File: config.mk
export PLATFORM = sky130hd
export DESIGN_NAME = ex_stage
export DESIGN_NICKNAME = d
export VERILOG_FILES = /design/src/rtl/ex_stage.sv
export SDC_FILE = /design/constraint.sdc
export NUM_CORES = 1
export LEC_CHECK = 0
export CORE_MARGIN = 2
export CORE_UTILIZATION = 55
export DETAILED_ROUTE_END_ITERATION = 8
export HOLD_SLACK_MARGIN = 0.1
export PLACE_DENSITY_LB_ADDON = 0.25
export SLEW_MARGIN = 40
export SYNTH_ARGS = -nofsm -noshare
export SYNTH_HDL_FRONTEND = slang
export SYNTH_SLANG_ARGS = --single-unit
File: constraint.sdc
create_clock -name clk -period 5.9 [get_ports clk]
set_input_delay 1.18 -clock clk [delete_from_list [all_inputs] [get_ports clk]]
set_output_delay 1.18 -clock clk [all_outputs]
set_load 0.02 [all_outputs]
File: src/rtl/ex_stage.sv
// Execute stage of the 16-bit pipeline. It selects forwarded operands, evaluates the ALU
// (MUL is an iterative shift-add), and drives the EX/MEM pipeline register.
module ex_stage #(
  parameter int DATA_WIDTH = 16,
  parameter int ADDR_WIDTH = 8,
  parameter int IMM8_WIDTH = 8,
  parameter int REG_WIDTH  = 4,
  parameter int OP_WIDTH   = 4
) (
  input  logic                  clk,
  input  logic                  rst,
  input  logic [ADDR_WIDTH-1:0] PCE_i,
  input  logic [DATA_WIDTH-1:0] rd1E_i,
  input  logic [DATA_WIDTH-1:0] rd2E_i,
  input  logic [IMM8_WIDTH-1:0] imm8E_i,
  input  logic [REG_WIDTH-1:0]  rsE_i,
  input  logic [REG_WIDTH-1:0]  WriteRegE_i,
  input  logic [OP_WIDTH-1:0]   AluOpE_i,
  input  logic                  AluSrcE_i,
  input  logic                  RegWriteE_i,
  input  logic                  BranchE_i,
  input  logic                  MemReadE_i,
  input  logic                  MemWriteE_i,
  input  logic                  MemToRegE_i,
  input  logic                  MovE_i,
  input  logic [1:0]            ForwardAE_i,
  input  logic [1:0]            ForwardBE_i,
  input  logic [DATA_WIDTH-1:0] alu_outM_fwd_i,
  input  logic [DATA_WIDTH-1:0] ResultW_i,
  input  logic                  stall_EX_MEM_i,
  input  logic                  flush_EX_MEM_i,
  output logic [ADDR_WIDTH-1:0] PCM_o,
  output logic [DATA_WIDTH-1:0] alu_outM_o,
  output logic [DATA_WIDTH-1:0] WriteDataM_o,
  output logic [IMM8_WIDTH-1:0] imm8M_o,
  output logic [REG_WIDTH-1:0]  rsM_o,
  output logic [REG_WIDTH-1:0]  WriteRegM_o,
  output logic                  RegWriteM_o,
  output logic                  BranchM_o,
  output logic                  MemReadM_o,
  output logic                  MemWriteM_o,
  output logic                  MemToRegM_o,
  output logic                  MovM_o,
  output logic                  mul_stall_o
);

  localparam int CNT_WIDTH = $clog2(DATA_WIDTH + 1);
  localparam logic [CNT_WIDTH-1:0] LAST_STEP = CNT_WIDTH'(DATA_WIDTH - 1);

  localparam logic [OP_WIDTH-1:0] OP_ADD = OP_WIDTH'(0);
  localparam logic [OP_WIDTH-1:0] OP_SUB = OP_WIDTH'(1);
  localparam logic [OP_WIDTH-1:0] OP_AND = OP_WIDTH'(2);
  localparam logic [OP_WIDTH-1:0] OP_OR  = OP_WIDTH'(3);
  localparam logic [OP_WIDTH-1:0] OP_XOR = OP_WIDTH'(4);
  localparam logic [OP_WIDTH-1:0] OP_NOT = OP_WIDTH'(5);
  localparam logic [OP_WIDTH-1:0] OP_SLL = OP_WIDTH'(6);
  localparam logic [OP_WIDTH-1:0] OP_SRL = OP_WIDTH'(7);
  localparam logic [OP_WIDTH-1:0] OP_SRA = OP_WIDTH'(8);
  localparam logic [OP_WIDTH-1:0] OP_MUL = OP_WIDTH'(9);
  localparam logic [OP_WIDTH-1:0] OP_SLT = OP_WIDTH'(10);

  typedef enum logic [1:0] {IDLE, BUSY, DONE} mulState_t;

  typedef struct packed {
    logic regWrite;
    logic branch;
    logic memRead;
    logic memWrite;
    logic memToReg;
    logic mov;
  } ctrl_t;

  mulState_t             state, stateNext;
  ctrl_t                 ctrlE, ctrlM;
  logic [DATA_WIDTH-1:0] srcA, fwdB, srcB, immExt, aluResult;
  logic [DATA_WIDTH-1:0] mcand, mplier, acc;
  logic [CNT_WIDTH-1:0]  stepCnt;
  logic [3:0]            shamt;
  logic                  isMul;

  assign ctrlE  = {RegWriteE_i, BranchE_i, MemReadE_i, MemWriteE_i, MemToRegE_i, MovE_i};
  assign immExt = {{(DATA_WIDTH-IMM8_WIDTH){imm8E_i[IMM8_WIDTH-1]}}, imm8E_i};
  assign srcB   = AluSrcE_i ? immExt : fwdB;
  assign shamt  = srcB[3:0];
  assign isMul  = (AluOpE_i == OP_MUL);

  // NOTE: every signal assigned in an always_comb gets a default first, so no path
  // through the block leaves it unassigned and no latch is inferred.
  always_comb begin
    srcA = rd1E_i;
    fwdB = rd2E_i;
    case (ForwardAE_i)
      2'b01:   srcA = ResultW_i;
      2'b10:   srcA = alu_outM_fwd_i;
      default: srcA = rd1E_i;
    endcase
    case (ForwardBE_i)
      2'b01:   fwdB = ResultW_i;
      2'b10:   fwdB = alu_outM_fwd_i;
      default: fwdB = rd2E_i;
    endcase
  end

  always_comb begin
    aluResult = srcB;
    case (AluOpE_i)
      OP_ADD:  aluResult = srcA + srcB;
      OP_SUB:  aluResult = srcA - srcB;
      OP_AND:  aluResult = srcA & srcB;
      OP_OR:   aluResult = srcA | srcB;
      OP_XOR:  aluResult = srcA ^ srcB;
      OP_NOT:  aluResult = ~srcA;
      OP_SLL:  aluResult = srcA << shamt;
      OP_SRL:  aluResult = srcA >> shamt;
      OP_SRA:  aluResult = $unsigned($signed(srcA) >>> shamt);
      OP_MUL:  aluResult = acc;
      OP_SLT:  aluResult = {{(DATA_WIDTH-1){1'b0}}, ($signed(srcA) < $signed(srcB))};
      default: aluResult = srcB;
    endcase
  end

  // NOTE: sequential state uses non-blocking assignments so every register samples
  // the pre-edge values, independent of block ordering.
  always_ff @(posedge clk) begin
    if (!rst || flush_EX_MEM_i) state <= IDLE;
    else if (!stall_EX_MEM_i)   state <= stateNext;
  end

  always_comb begin
    stateNext   = state;
    mul_stall_o = 1'b0;
    case (state)
      IDLE: if (isMul && !flush_EX_MEM_i) begin
        stateNext   = BUSY;
        mul_stall_o = 1'b1;
      end
      BUSY: begin
        mul_stall_o = 1'b1;
        if (stepCnt == LAST_STEP) stateNext = DONE;
      end
      DONE:    stateNext = IDLE;
      default: stateNext = IDLE;
    endcase
  end

  // Operands are captured at start, so forwarding changes while BUSY are ignored.
  always_ff @(posedge clk) begin
    if (!rst) begin
      mcand   <= '0;
      mplier  <= '0;
      acc     <= '0;
      stepCnt <= '0;
    end else if (!stall_EX_MEM_i && !flush_EX_MEM_i) begin
      if (state == IDLE && isMul) begin
        mcand   <= srcA;
        mplier  <= srcB;
        acc     <= '0;
        stepCnt <= '0;
      end else if (state == BUSY) begin
        if (mplier[0]) acc <= acc + mcand;
        mcand   <= mcand << 1;
        mplier  <= mplier >> 1;
        stepCnt <= stepCnt + CNT_WIDTH'(1);
      end
    end
  end

  always_ff @(posedge clk) begin
    if (!rst || flush_EX_MEM_i) begin
      PCM_o        <= '0;
      alu_outM_o   <= '0;
      WriteDataM_o <= '0;
      imm8M_o      <= '0;
      rsM_o        <= '0;
      WriteRegM_o  <= '0;
      ctrlM        <= '0;
    end else if (!stall_EX_MEM_i) begin
      if (mul_stall_o) begin
        ctrlM <= '0;
      end else begin
        PCM_o        <= PCE_i;
        alu_outM_o   <= aluResult;
        WriteDataM_o <= fwdB;
        imm8M_o      <= imm8E_i;
        rsM_o        <= rsE_i;
        WriteRegM_o  <= WriteRegE_i;
        ctrlM        <= ctrlE;
      end
    end
  end

  assign RegWriteM_o = ctrlM.regWrite;
  assign BranchM_o   = ctrlM.branch;
  assign MemReadM_o  = ctrlM.memRead;
  assign MemWriteM_o = ctrlM.memWrite;
  assign MemToRegM_o = ctrlM.memToReg;
  assign MovM_o      = ctrlM.mov;

endmodule
---- Yosys cells after proc, flatten, opt, wreduce, memory -nomap -nowiden ----
Cells that the tools add are included.
cells by class
  multipliers ............................. 0
  $lt $le $gt $ge ......................... 1
  bitwise operators ....................... 6
  shift operators ......................... 3
  add/sub/neg operators ................... 4
  reduce and logical (&&, ||, !) cells .... 15
  div/mod/pow operators ................... 0
  equality and inequality tests ........... 18
  muxes and demuxes ....................... 19
operators with widths
  cell                                                 count
  case mux 16 bit (11 select lines)                    1
  2-to-1 mux 16 bit                                    8
  case mux 16 bit (2 select lines)                     2
  adder 16 bit                                         2
  bitwise AND 16 bit                                   1
  equality test 4 x 3 -> 1 bit, second input constant  4
  < comparator 16 bit                                  1
  NOT 16 bit                                           1
  bitwise OR 16 bit                                    1
  << shifter 16 x 4 -> 16 bit                          1
  right shift 16 x 4 -> 16 bit                         1
  >>> shifter 16 x 4 -> 16 bit                         1
  subtractor 16 bit                                    1
  XOR 16 bit                                           1
  equality test 4 bit, second input constant           3
  2-to-1 mux 5 bit                                     2
  equality test 4 x 2 -> 1 bit, second input constant  2
  equality test 2 x 1 -> 1 bit, second input constant  3
  2-to-1 mux 6 bit                                     1
  AND reduction 3 bit                                  2
  adder 5 x 1 -> 5 bit, second input constant          1
  equality test 5 x 4 -> 1 bit, second input constant  1
  equality test 2 bit, second input constant           2
  equality test 4 x 1 -> 1 bit, second input constant  1
  other kinds (13)                                     22
storage, ports and cells
  memory bits (writable) .................. 0
  ROM bits ................................ 0
  memories ................................ 0
  flip-flop bits (word level) ............. 117
  input port bits ......................... 107
  bits in latches ......................... 0

---- Logic depth before layout (Yosys ltp) ----
Gate-level depths: netlist of the first run.
  depth after elaboration ................. 6
  gate-level depth with buffers ........... 20
  mapped depth without buffers ............ 17

---- Least setup slack after synthesis of the first run ----
Ideal clock, no wire load.
  path type ............................... input port to flip-flop
  start point ............................. input port ForwardBE_i[1]
  end point ............................... register alu_outM_o[15]
  path buffers ............................ 4
  stages .................................. 18
  arrival ................................. 4.552 ns
  setup slack ............................. 1.224 ns
  setup time .............................. 0.124 ns
  path through ............................ inv_1 > ha_1 > buf_4 > a221oi_2 > a21oi_1 > o21ai_4 > clkbuf_1 > clkbuf_1 > ha_1 > buf_2 > a221oi_1 > o31a_1 > o21ai_1 > a31oi_1 > a2111oi_0 > o41ai_2 > nor3_1 > nor3_1
between the ends
  cells in the longest elaborated chain, start to end .. 5
  elaborated cells on any way between the ends .. 13
  those cells by class .................... 2 x add/sub; 2 x eq/ne; 3 x shift; 3 x mux; 3 x bitwise
ends and longest elaborated chain
  item                                                                        RTL line  RTL
  start: declaration                                                          27        input logic [1:0] ForwardBE_i,
  equality test 2 bit / equality test 2 x 1 -> 1 bit (equally long branches)  97        case (ForwardBE_i)
  case mux 16 bit (2 select lines) (*)                                        97
  2-to-1 mux 16 bit (*)                                                       83        assign srcB = AluSrcE_i ? immExt : fwdB;
  subtractor 16 bit, or another cell as far along                             108       OP_SUB: aluResult = srcA - srcB;
  case mux 16 bit (11 select lines) (*)                                       106       case (AluOpE_i)
  end signal: assignment                                                      182       alu_outM_o <= aluResult;
  end: declaration                                                            33        output logic [DATA_WIDTH-1:0] alu_outM_o,
Mark *: on every way between the ends. The rest lies on a longest branch, timed or not.
A chain may end at the register's enable or synchronous reset.

---- Final worst setup path of the first run ----
  start point ............................. input port ForwardBE_i[0]
  end point ............................... register alu_outM_o[15]
The elaborated chain is that of the path after synthesis.

==> metrics.txt, run 1 <==
status=completed; 1st-pass router iterations=7; Wirelength per Cell=25.2 µm; Clock Power Share=0.354; crit path time final=5.36 ns; Yosys Warn Count=0; Die Span X=140 µm; clock slew at reported path FFs=0.07 ns; Final Util=0.706; first-pass GRT wire length=68100 µm; H-tree levels=4; Cells after DPL=1774; setup TNS=0 ns; Slew @ Worst Pin=0.991 ns; Post-synth EDFFs=0; Hold/Removal Path Class=reg -> reg; largest net degree at the start of global routing=59; area grow syn2layout=24.7%; GR Util All Layers=0.446; initial antenna violation count=1; Hold Fails Final Rpt=0; wl on met1=16900 µm; vias per cell=6.79; most common cell after layout, fill and taps aside=nand2_1; power per cell area=239 nW/µm²; R2R Path Start=acc[5]$_SDFFE_PN0P_; final wirelength=45500 µm; Clock Path Buffers=2; vias post-DR=12300; post-CTS sizing=0; Synth async-reset ratio=0; Die Ht=140 µm; RSZ-0062 raised after global routing=false; fillcell total=1444; IO Count=170; hold depth=2; TritonCTS Buffers=17; Net Switching=0.00123 W; initial core utilization=0.566; met2 wire length=19600 µm; Slew headroom=0.334; Top FF cell, synth=dfxtp_1; top layer in use=met4; Final setup viols=0; max cap viols=0; Clock Latency Late Sink=0.43 ns; crit path launch type=input port; Post-CTS Hold Fix Bufs=0; Syn Area/Cell=7.17 µm²; worst endpoint data arrival time=5.65 ns; Hold Startpoint=alu_outM_o[5]$_SDFFE_PP0P_; nets@finish=1747; sequential share of power=0.269; DP HPWL=34000 µm; CTS tree=built; Hold WS=0.454 ns; Worst Hold Path EP=alu_outM_o[5]$_SDFFE_PP0P_; CORE AREA=18100 µm²; Final period util=0.909; Worst EP required=6.19 ns; Slew Limit Fails=0; DR WL met3=6570 µm; register area share after synthesis=0.229; grt ovf=0; commonest non-fill, non-tap cells in the layout=nand2_1 (189), nor2_1 (173), clkdlybuf4s50_1 (169); Internal=0.00182 W; Net Count, Synth=1610; Setup Fix Bufs, Post-CTS=0; final non-filler cell total=1807; die area=19700 µm²; Clock Sink Count=117; R2R depth=10; share of post-route cells with drive strength above 1=0.0831; Cell Rows=49; Post-DRT Antenna Nets=0; CP Capture Type=flip-flop; initial drt markers=1948; Final Instance Area=12800 µm²; r2r setup slk=2.99 ns; CP Class=in -> reg; FF+latch count, synth=117; I/O Buffers=169; Worst R2R End=acc[15]$_SDFFE_PN0P_; Root Driver=clkbuf_16; critical path peak fanout=14; # DRC=0; Layout Skew=0.0110 ns; peak supply drop=0.209 mV; Netlist Area Pre-Place=10200 µm²; RePlAce Congestion=1.15; Syn Inst Count=1427; Comb power frac=0.377; Max Clock Freq=187 MHz; vias in the first global route=11500; Placed Area=12200 µm²; Sw Ratio=0.403; Pleak=5.00 nW; Yosys cell types=89
## power by group through the flow
| stage | registers [W] | clock network (W) | logic, W |
|---|---|---|---|
| final | 0.000822 | 0.00108 | 0.00115 |
| after global routing | 0.000823 | 0.00110 | 0.00120 |
| after CTS | 0.000821 | 0.00107 | 0.00109 |
| after detailed placement | 0.000839 | 0 | 0.00108 |
| after global placement | 0.000838 | 0 | 0.00108 |
| after floorplan | 0.000856 | 0 | 0.000666 |
## synth_stat cells (16+ instances only)
library cell | instances | share of area
a211oi_1 | 25 | 0.018
a21oi_1 | 131 | 0.064
a221o_1 | 24 | 0.023
a22oi_1 | 29 | 0.021
buf_2 | 25 | 0.012
clkbuf_1 | 62 | 0.023
dfxtp_1 | 117 | 0.23
ha_1 | 73 | 0.089
inv_1 | 64 | 0.023
mux2i_1 | 25 | 0.024
nand2_1 | 190 | 0.070
nand2b_1 | 17 | 0.010
nand3_1 | 28 | 0.014
nor2_1 | 173 | 0.063
nor3_1 | 35 | 0.017
o211ai_1 | 28 | 0.021
o21ai_0 | 74 | 0.036
o21ai_1 | 20 | 0.0098
xnor2_1 | 16 | 0.014
## state kept, by name (all words and copies together) (netlist names), 2 cells and up
name	cells
PCM_o	8
WriteDataM_o	16
WriteRegM_o	4
acc	16
alu_outM_o	16
imm8M_o	8
mcand	16
mplier	16
rsM_o	4
state	2
stepCnt	5
## worst max-delay path: stages
cell	delay, ns
clkdlybuf4s50_1	0.50
inv_1	0.06
ha_1	0.48
inv_1	0.26
o21ai_0	0.30
nor2_1	0.06
a21oi_1	0.47
ha_1	0.47
nand2b_1	0.14
o31a_1	0.16
o21ai_1	0.21
a31oi_1	0.15
a2111oi_0	0.75
o41ai_2	0.17
nor3_1	0.24
nor3_1	0.07
## metrics by stage
| stage | total power (W) | setup slack (ns) |
|---|---|---|
| finish | 0.00305 | 0.539 |
| global route | 0.00313 | 0.264 |
| CTS | 0.00299 | 0.644 |
| detailed placement | 0.00192 | 0.230 |
| global placement | 0.00192 | 0.220 |
| floorplan | 0.00152 | 1.22 |
## cell families (layout without fill, tap and decap cells)
| group | Yosys count | count (layout) | share of synthesized area |
|---|---|---|---|
| AOI/OAI and AO/OA | 480 | 480 | 0.321 |
| xor gates and xnor gates | 27 | 27 | 0.0231 |
| adders and majority gates | 76 | 76 | 0.0951 |
| buffers and inverters | 174 | 324 | 0.0736 |
| DFF | 117 | 117 | 0.229 |
| muxes | 31 | 31 | 0.0328 |
| other | 0 | 1 | 0 |
| and+or+nand+nor | 522 | 522 | 0.226 |
## area by class of cell
| class | count | area (µm²) | area share |
|---|---|---|---|
| Multi-Input combinational cell | 1136 | 7180 | 0.563 |
| Antenna cell | 1 | 2.50 | 0.000196 |
| Inverter | 68 | 263 | 0.0206 |
| Timing Repair Buffer | 224 | 2100 | 0.165 |
| Clock inverter | 15 | 156 | 0.0123 |
| Clock buffer | 17 | 425 | 0.0333 |
| Tap cell | 229 | 287 | 0.0224 |
| Sequential cell | 117 | 2340 | 0.183 |
## per-layer routing
metal	vias to the layer above	GRT usage
met2	950	0.675
met4	0	0.213
met3	199	0.148
met5	-	0
li1	5451	-
met1	5678	0.573
## how the worst max path moves through the flow
stage          cells past startpoint           start                           to
2_1_floorplan                     18  ForwardBE_i[1]  alu_outM_o[15]$_SDFFE_PP0P_
3_3_place_gp                      17  ForwardBE_i[0]  alu_outM_o[15]$_SDFFE_PP0P_
3_5_place_dp                      17  ForwardBE_i[0]  alu_outM_o[15]$_SDFFE_PP0P_
4_1_cts                           16  ForwardBE_i[0]  alu_outM_o[15]$_SDFFE_PP0P_
5_1_grt                           16  ForwardBE_i[0]  alu_outM_o[15]$_SDFFE_PP0P_
6_report                          16  ForwardBE_i[0]  alu_outM_o[15]$_SDFFE_PP0P_
No activity file was read; power rests on OpenSTA's default activity.
==> run 2, diff against run 1 <==
- CTS_CLUSTER_DIAMETER: unset -> 40
==> results of run 2 <==
Same layout as run 1: the final DEF is identical, and so are final timing and power.
